[src/rtl/pc_fetch_pkg.sv]
// Shared types and constants for the program-counter / fetch stage.
package pc_fetch_pkg;

    localparam int unsigned ADDR_W_DEF   = 12;
    localparam int unsigned DATA_W_DEF   = 8;
    localparam int unsigned PC_RESET_VAL = 0;

    typedef enum logic [1:0] {
        ST_IDLE  = 2'd0,
        ST_FETCH = 2'd1,
        ST_LATCH = 2'd2
    } state_t;

endpackage

[src/rtl/pc_fetch_counter.sv]
// Program counter: synchronous reset, load has priority over increment, wraps on overflow.
module pc_counter
    import pc_fetch_pkg::*;
#(
    parameter int unsigned W = ADDR_W_DEF
) (
    input  logic         clk,
    input  logic         reset,
    input  logic         load,
    input  logic         inc,
    input  logic [W-1:0] load_val,
    output logic [W-1:0] pc
);

    // PC register; natural W-bit rollover gives the modulo-2^W wrap
    always_ff @(posedge clk) begin
        if (reset) begin
            pc <= W'(PC_RESET_VAL);
        end else if (load) begin
            pc <= load_val;
        end else if (inc) begin
            pc <= pc + W'(1);
        end
    end

endmodule

[src/rtl/pc_fetch.sv]
// Fetch stage: drives ROM address from the PC, captures the returned byte as instr/oprnd.
module pc_fetch
    import pc_fetch_pkg::*;
#(
    parameter int unsigned ADDR_W = ADDR_W_DEF,
    parameter int unsigned DATA_W = DATA_W_DEF
) (
    input  logic                clk,
    input  logic                reset,
    input  logic                run,
    input  logic                step,
    input  logic                load,
    input  logic [ADDR_W-1:0]   load_addr,
    output logic [ADDR_W-1:0]   rom_addr,
    input  logic [DATA_W-1:0]   rom_data,
    output logic [DATA_W/2-1:0] instr,
    output logic [DATA_W/2-1:0] oprnd,
    output logic                valid,
    output logic                busy
);

    localparam int unsigned HALF_W = DATA_W / 2;

    state_t state;
    state_t state_next;
    logic   capture_c;

    pc_counter #(.W(ADDR_W)) u_pc (
        .clk      (clk),
        .reset    (reset),
        .load     (load),
        .inc      (capture_c),
        .load_val (load_addr),
        .pc       (rom_addr)
    );

    // State register
    always_ff @(posedge clk) begin
        if (reset) begin
            state <= ST_IDLE;
        end else begin
            state <= state_next;
        end
    end

    // Next-state logic; load overrides normal sequencing and suppresses the capture
    always_comb begin
        state_next = state;
        capture_c  = 1'b0;
        case (state)
            ST_IDLE: begin
                if (run || step) begin
                    state_next = ST_FETCH;
                end
            end
            ST_FETCH: begin
                state_next = ST_LATCH;
                capture_c  = 1'b1;
            end
            ST_LATCH: begin
                state_next = run ? ST_FETCH : ST_IDLE;
            end
            default: begin
                state_next = ST_IDLE;
            end
        endcase
        if (load) begin
            state_next = run ? ST_FETCH : ST_IDLE;
            capture_c  = 1'b0;
        end
    end

    // Capture register and status flags
    always_ff @(posedge clk) begin
        if (reset) begin
            instr <= HALF_W'(0);
            oprnd <= HALF_W'(0);
            valid <= 1'b0;
            busy  <= 1'b0;
        end else begin
            valid <= capture_c;
            busy  <= (state_next != ST_IDLE);
            if (capture_c) begin
                instr <= rom_data[DATA_W-1:HALF_W];
                oprnd <= rom_data[HALF_W-1:0];
            end
        end
    end

endmodule

[config.mk]
export PLATFORM = sky130hd
export DESIGN_NAME = pc_fetch
export DESIGN_NICKNAME = d
export VERILOG_FILES = /design/src/rtl/pc_fetch_pkg.sv /design/src/rtl/pc_fetch_counter.sv /design/src/rtl/pc_fetch.sv
export SDC_FILE = /design/constraint.sdc
export NUM_CORES = 1
export LEC_CHECK = 0
export CORE_MARGIN = 1
export CORE_UTILIZATION = 30
export CTS_CLUSTER_SIZE = 10
export DETAILED_ROUTE_END_ITERATION = 8
export SYNTH_ARGS = -nofsm -noshare
export SYNTH_HDL_FRONTEND = slang
export SYNTH_SLANG_ARGS = --single-unit
export TNS_END_PERCENT = 100
[constraint.sdc]
create_clock -name clk -period 1.45 [get_ports clk]
set_input_delay 0.29 -clock clk [delete_from_list [all_inputs] [get_ports clk]]
set_output_delay 0.29 -clock clk [all_outputs]
set_load 0.01 [all_outputs]
# == After elaboration in Yosys (flattened, before gate mapping) ==
# Cells that the tools add are included.
# word_totals
regBits,24
inputBits,25
output_inout_bits,22
# op_classes
add_sub_neg,1
eq_ne,2
n_mux,8
reduce_logical,4
# ops
op,count
$mux 12,2
$add 12x1->12 const B,1
$pmux 2 s3,1
$mux 2,2
$reduce_bool 2->1,2
$mux 1,3
$eq 2x1->1 const B,1
$eq 2x2->1 const B,1
$logic_not 2->1,1
$logic_or 1x1->1,1

# == Logic depth before layout (Yosys ltp) ==
# depth
ltp_word,5
ltp_mapped,5
depth_no_buf,5

# == Modules after synthesis ==
# A second synthesis with hierarchy kept.
# hier_totals
cells_unflattened,120
hier_area_um2,1086.0
# by_module_without_submodules
mod,instances,cells_per_inst,area_per_inst_um2,seq_area_each_um2
pc_counter,1,82,685.7,240.2
pc_fetch,1,38,400.4,220.2

# == Worst setup path after synthesis ==
# No wires, ideal clock.
# synth_path
path_type,register to register
from,reg u_pc.pc[0]
to,reg u_pc.pc[6]
t_arrival_ns,1.384
setup_slack_ns,-0.025
stages_incl_launch_ff,5
synth_period_minus_slack_ns,1.475
cell_sequence,dfxtp_1 > ha_1 > nand3b_1 > or3_2 > a311oi_1
# synth_via
elab_chain_len,3
# synth_lines
item,line_no,text
"start, declared",pc_fetch_counter.sv:12,output logic [W-1:0] pc
"start signal, assigned",pc_fetch_counter.sv:18,pc <= W'(PC_RESET_VAL);
"start signal, assigned",pc_fetch_counter.sv:20,pc <= load_val;
"start signal, assigned",pc_fetch_counter.sv:22,pc <= pc + W'(1);
$add 12x1->12,pc_fetch_counter.sv:22,
$mux 12,pc_fetch_counter.sv:21,end else if (inc) begin
$mux 12,pc_fetch_counter.sv:19,end else if (load) begin
# No other way between the ends. The select of a mux whose other input is x is not followed.
# A chain may end at the register's enable or synchronous reset.

# == Final worst setup path ==
# layout_path
from,reg u_pc.pc[2]
to,reg u_pc.pc[6]
# Same word-level chain as after synthesis.

==> results.toml <==
[run_status]
result_of_the_run = "finished clean"

[timing]
slew_headroom_pct = 77.8
worst_pin_slew_ns = 0.330
hold_violations = 0
fmax_ghz = 0.694
worst_slack_ns = 0.00905
final_period_minus_worst_setup_slack_ns = 1.44
grt_setup_unrepaired = "yes"
final_max_slew_viol_count = 0
setup_viol = 0
timing.hold.ws_ns = 0.463
share_of_the_clock_period_used_by_the_worst_path_pct = 99.4
fin_skew_ns = 0.00417

[synth]
postSynthCellCount = 123
synth_async_sr_flop_share_pct = 0
synth_enable_flop_cells = 0
synth.largest_area_cell = "sky130_fd_sc_hd__dfxtp_1"
mean_instance_size_in_the_synthesized_netlist_um2 = 8.63
netlist.area_leader.share_pct = 45.3
ys_ff_latch = 24
yosys_warnings = 0
synth_top_cells_by_area = "sky130_fd_sc_hd__dfxtp_1 45%, sky130_fd_sc_hd__nand2_1 9.2%, sky130_fd_sc_hd__xnor2_1 5.8%"
synthesis.nets = 149
synth.top_cells.by_count = "26 x sky130_fd_sc_hd__nand2_1, 24 x sky130_fd_sc_hd__dfxtp_1, 14 x sky130_fd_sc_hd__nor2_1, 11 x sky130_fd_sc_hd__a21oi_1, 8 x sky130_fd_sc_hd__a211oi_1"
synthMostInstantiatedCell = "sky130_fd_sc_hd__nand2_1"
synthFlopType = "sky130_fd_sc_hd__dfxtp_1"
synth_cell_type_count = 29
syn-cell-area_um2 = 1060
synth.yosys.seq_area_share_pct = 45.3

[critical_path]
crit_path_start_kind = "flip-flop"
cp_data_arrival_time_ns = 1.66
critical-path-max-stage-delay_ns = 0.49
path_buf_inv = 1
path_delay_family = "simple AND/OR/NAND/NOR gates"
cp_cell_sequence = "buf_6, nand4_4, or3_2, a311oi_2"
worst-endpoint-required_ns = 1.67
critical_path.slowest_cell = "sky130_fd_sc_hd__or3_2"
timing.setup.critical_path_class = "flip-flop to flip-flop"
setup.worst_path.end_class = "flip-flop"
path_max_fanout = 7

[cts]
cts_tree = "yes"
ctsLongestPathBuffers = 2
cts.root.buffer_cell = "sky130_fd_sc_hd__clkbuf_4"
numClockSinks = 24
cts_inserted_buffers = 3
h-tree-depth = 1
worstSkewPairLatency_ns = 0.31
cts-hold-fix-buffers = 0
clkSlewWorstSetupHoldPaths_ns = 0.12

[cells_and_area]
nets = 217
fin_cells = 235
antennaDiodeCount = 0
num-fill-cells = 356
final_core_utilization_pct = 51.4
final_design_area_no_fill_um2 = 1730
drive_gt1_share_pct = 21.7
syn_to_final_growth_pct = 63.0

[routing]
drt_first_iter_violations = 31
detail_route.vias_per_cell = 4.70
route.final.wire_length_um = 2640
detail_route.wl_per_cell_um = 11.2
drc_errors = 0
detailedRoute.firstPassIterationCount = 4
vias = 1104
final_antenna_net_count = 0

[power_and_ir_drop]
vdd.ir_drop.worst_mv = 0.343
cellLeakagePower_uw = 0.000715
power_density_nw_per_um2 = 760

[floorplan]
die-height_um = 61.5
top_level_pins = 47
rows = 21
die-width_um = 61.5
core_area_um2 = 3360
initial_utilization_pct = 31.5
fp.dieArea_um2 = 3780

[place]
dp_slack_ns = -0.0529
sum_of_net_half_perimeters_after_detailed_placement_um = 2070
placedCellCount = 226
io_buffer_count = 46
placement.cell_area_um2 = 1660
gpl.final_weighted_congestion = 0.755

[flow_run]
total_of_max_cap_violations = 0

[global_routing]
number_of_global_route_vias_before_repair = 1044
antenna_found_initial = 0
grt_overflow_total = 0
grt_use_total_pct = 15.6
global_route_wire_length_before_repair_um = 4390
grt_start_max_net_pins = 14

[min_path]
worstHoldPathType = "flip-flop to flip-flop"
==> per-layer routing <==
| metal | GRT usage, % | routed length (µm) | vias to the layer above |
|---|---|---|---|
| met4 | 6.67 | 30 | 0 |
| met1 | 18.5 | 1090 | 500 |
| met3 | 3.36 | 192 | 4 |
| li1 | - | - | 561 |
| met2 | 27.3 | 1320 | 39 |
| met5 | 0 | 0 | - |
==> worst min-delay path, cell delays in order (launching register included) <==
cell and delay [ns]:
sky130_fd_sc_hd__dfxtp_1 0.33, sky130_fd_sc_hd__nand2_1 0.05, sky130_fd_sc_hd__a21oi_1 0.05
==> sequential cells by signal, indices dropped and copies added (netlist names) <==
name,count
u_pc.pc,12
busy,1
valid,1
oprnd,4
instr,4
state,2
==> through the flow <==
step                      setup TNS (ns)  power [µW]
after CTS                              0        1330
after global routing              -0.310        1390
after global placement                 0        1040
after detailed placement         -0.0718        1050
after floorplan                        0         861
final                                  0        1310
==> where the power goes <==
group          leakage (µW)  switching [µW]  internal (µW)
registers          0.000201            29.1            703
logic              0.000500             123            173
clock network     0.0000138             189           97.1
==> layout make-up <==
type	count	area (µm²)	area share [%]
clock buffers	3	22.5	1.30
inverters	3	11.3	0.651
multi-input cells	92	549	31.8
flip-flops and latches	24	494	28.6
well taps	46	57.6	3.33
repair buffers	67	594	34.4
==> kinds of logic (layout without fill, tap and decap cells) <==
logic type               after synthesis  after routing  synth area share, %
AND/OR/NAND/NOR                       58             58                 26.9
AO/OA/AOI/OAI                         24             24                 14.5
flip-flops                            24             24                 45.3
XOR/XNOR                               9              9                 7.43
buffers and inverters                  7             73                 4.72
adder cells (fa/ha/maj)                1              1                 1.18
==> path summary, 6_finish.rpt <==
kind                                         startpoint                       to  slack (ns)  cells past startpoint
worst max-delay path            u_pc.pc[2]$_SDFFE_PP0P_  u_pc.pc[6]$_SDFFE_PP0P_       0.009                      4
worst min register to register    instr[1]$_SDFFE_PP0P_    instr[1]$_SDFFE_PP0P_        0.46                      2
worst max register to register  u_pc.pc[2]$_SDFFE_PP0P_  u_pc.pc[6]$_SDFFE_PP0P_       0.009                      4
worst min-delay path              instr[1]$_SDFFE_PP0P_    instr[1]$_SDFFE_PP0P_        0.46                      2
==> cell usage in the layout (no fill, tap or decap) <==
cell,instances
sky130_fd_sc_hd__a211oi_1,8
sky130_fd_sc_hd__a21oi_1,11
sky130_fd_sc_hd__a311oi_1,2
sky130_fd_sc_hd__a311oi_2,1
sky130_fd_sc_hd__and2_1,1
sky130_fd_sc_hd__and2b_1,1
sky130_fd_sc_hd__buf_4,20
sky130_fd_sc_hd__buf_6,1
sky130_fd_sc_hd__clkbuf_4,3
sky130_fd_sc_hd__clkdlybuf4s50_1,24
sky130_fd_sc_hd__dfxtp_1,13
sky130_fd_sc_hd__dfxtp_2,11
sky130_fd_sc_hd__dlygate4sd2_1,22
sky130_fd_sc_hd__ha_4,1
sky130_fd_sc_hd__inv_1,3
sky130_fd_sc_hd__nand2_1,26
sky130_fd_sc_hd__nand2b_1,1
sky130_fd_sc_hd__nand3_1,3
sky130_fd_sc_hd__nand3b_1,1
sky130_fd_sc_hd__nand4_1,1
sky130_fd_sc_hd__nand4_4,1
sky130_fd_sc_hd__nand4b_1,1
sky130_fd_sc_hd__nor2_1,14
sky130_fd_sc_hd__nor3_1,2
sky130_fd_sc_hd__nor4_1,2
sky130_fd_sc_hd__nor4_2,1
sky130_fd_sc_hd__o21ai_0,1
sky130_fd_sc_hd__o31ai_1,1
sky130_fd_sc_hd__or2_2,1
sky130_fd_sc_hd__or3_2,1
sky130_fd_sc_hd__or4_1,1
sky130_fd_sc_hd__xnor2_1,7
sky130_fd_sc_hd__xor2_1,2
==> timing repair <==
action | in CTS | in global routing
setup endpoints to repair | 23 | 5
hold endpoints to repair | 0 | 0
pin swaps | 1 | 1
resized for setup | 30 | 3
setup buffers | 5 | 1
gates cloned | 0 | 0
Note: power is estimated with default switching activity, not from simulation.
==> patch, RTL diff (same flow settings) <==
Change the package constant `DATA_W_DEF` from 8 to 6.
--- a/src/rtl/pc_fetch_pkg.sv
+++ b/src/rtl/pc_fetch_pkg.sv
@@ -2,7 +2,7 @@
 package pc_fetch_pkg;
 
     localparam int unsigned ADDR_W_DEF   = 12;
-    localparam int unsigned DATA_W_DEF   = 8;
+    localparam int unsigned DATA_W_DEF   = 6;
     localparam int unsigned PC_RESET_VAL = 0;
 
     typedef enum logic [1:0] {
Interface: changed (resized instr, oprnd and rom_data); port bits go from 47 to 43. The function was not compared with the original's and may differ.
==> patch against the unedited design <==
Area after synthesis grew 1.9%; final area shrank 3.6%; setup slack gained 130 ps; power grew 8.8%; synthesized cell count shrank 7.3%; sequential cell count shrank 2; critical path depth shrank 3; routed wire length shrank 2.7%; sequential power shrank 8.2%; critical endpoint is now rom_addr[1].
==> patch: results (changes against the unedited design) <==
| Metric | Value |
|---|---|
| Status | finished, final reports clean |
| Post-synth top cells | 22 x dfxtp_1, 11 x nor2_1, 9 x mux2i_1, 9 x xor2_1 |
| Worst R2R Path Depth | 5 (+1) |
| Crit-path max cell delay | 400 ps (-90 ps) |
| Syn nets | 138 (-7.4%) |
| Worst IR Drop VDD | 0.609 mV (+78%) |
| Vias in the first global route | 949 (-9.1%) |
| #MultiIn Comb | 81 (-12%) |
| Via-per-instance ratio | 4.67 (-0.53%) |
| Crit-path max FO | 6 (-1) |
| First-pass GRT wire length | 4.05 mm (-7.7%) |
| CP max-delay cell | dfxtp_2 |
| Port-buffer cells | 42 (-8.7%) |
| Area of the multi-input gates | 576 um2 (+4.8%) |
| Clk_skew | 14.0 ps (+9.80 ps) |
| Met2 routed WL | 1.23 mm (-6.9%) |
| Max-slew headroom | 85.8% (+8.0 points) |
| Fill cells | 324 (-9.0%) |
| Final Non-Filler Cells | 211 (-10%) |
| Hpwl dp | 2.03 mm (-2.2%) |
| Metal-1 WL | 1.16 mm (+6.7%) |
| Lkg Pwr | 0.741 nW (+3.7%) |
| M1 GR Usage | 16.2% (-2.3 points) |
| Synth area leaders | dfxtp_1 41%, mux2i_1 8.3%, xor2_1 7.3% |
| Layout cells sized above 1 | 20.0% (-1.7 points) |
| Buffers, non-clock | 55 (-18%) |
| Synthesized instance count | 114 (-7.3%) |
| Nets | 190 (-12%) |
| Routability cong. | 0.772 (+2.4%) |
| Largest registers | u_pc.pc x12, instr x3, oprnd x3 |
| # rows | 21 (unchanged) |
| Non-clock buffering overhead | 30.3% (-4.0 points) |
| GRT Util Overall | 14.1% (-1.6 points) |
| WHS | 513 ps (+50.0 ps) |
| Multi-input gate share of total cell area | 34.5% (+2.8 points) |
| Yosys reg bits | 22 (-8.3%) |
| Sequential cell area fraction in the yosys report | 40.7% (-4.5 points) |
| Sequential share of cell area | 27.9% (-0.73 points) |
| Met3 wire length | 170 um (-11%) |
| Arrival @ worst endpoint | 1020 ps (-640 ps) |
| Largest delay share family, worst path | flip-flops |
| Area post-placement | 1610 um2 (-3.0%) |
| 1st-iter DRT viols | 49 (+58%) |
| DR WL/cell | 12.2 um (+8.4%) |
| Unique masters post-synth | 31 (+6.9%) |
| Met2 track utilization from global routing | 26.3% (-1.0 points) |
| Final min period | 1310 ps (-130 ps) |
| DR top layer | met3 |
| R2R Setup Slk | 170 ps (+160 ps) |
## patch: path summary, 6_finish.rpt
| path | to | startpoint |
|---|---|---|
| setup reg to reg | u_pc.pc[7] | u_pc.pc[3] |
| hold reg to reg | instr[1] | instr[1] |
| setup / recovery | rom_addr[1] | u_pc.pc[1] |
| hold / removal | instr[1] | instr[1] |
## patch: repair_timing
action | CTS | global route
buffers inserted | 1 | 0
gates resized for setup | 35 | 0
setup endpoints to repair | 20 | 0
hold endpoints to repair | 0 | 0
## patch: cell families after synthesis
family / share of synthesized area, %
AND/OR/NAND/NOR: 22.0
multiplexers: 9.38
AO/OA/AOI/OAI: 11.8
XOR/XNOR: 8.91
buffers and inverters: 6.02
adder cells (fa/ha/maj): 1.16
flip-flops: 40.7
## patch: power breakdown
part / leakage [nW] / internal [mW] / total [mW] / switching (mW)
combinational: 0.527 / 0.171 / 0.282 / 0.111
sequential: 0.186 / 0.641 / 0.672 / 0.0316
clock: 0.0279 / 0.280 / 0.475 / 0.195
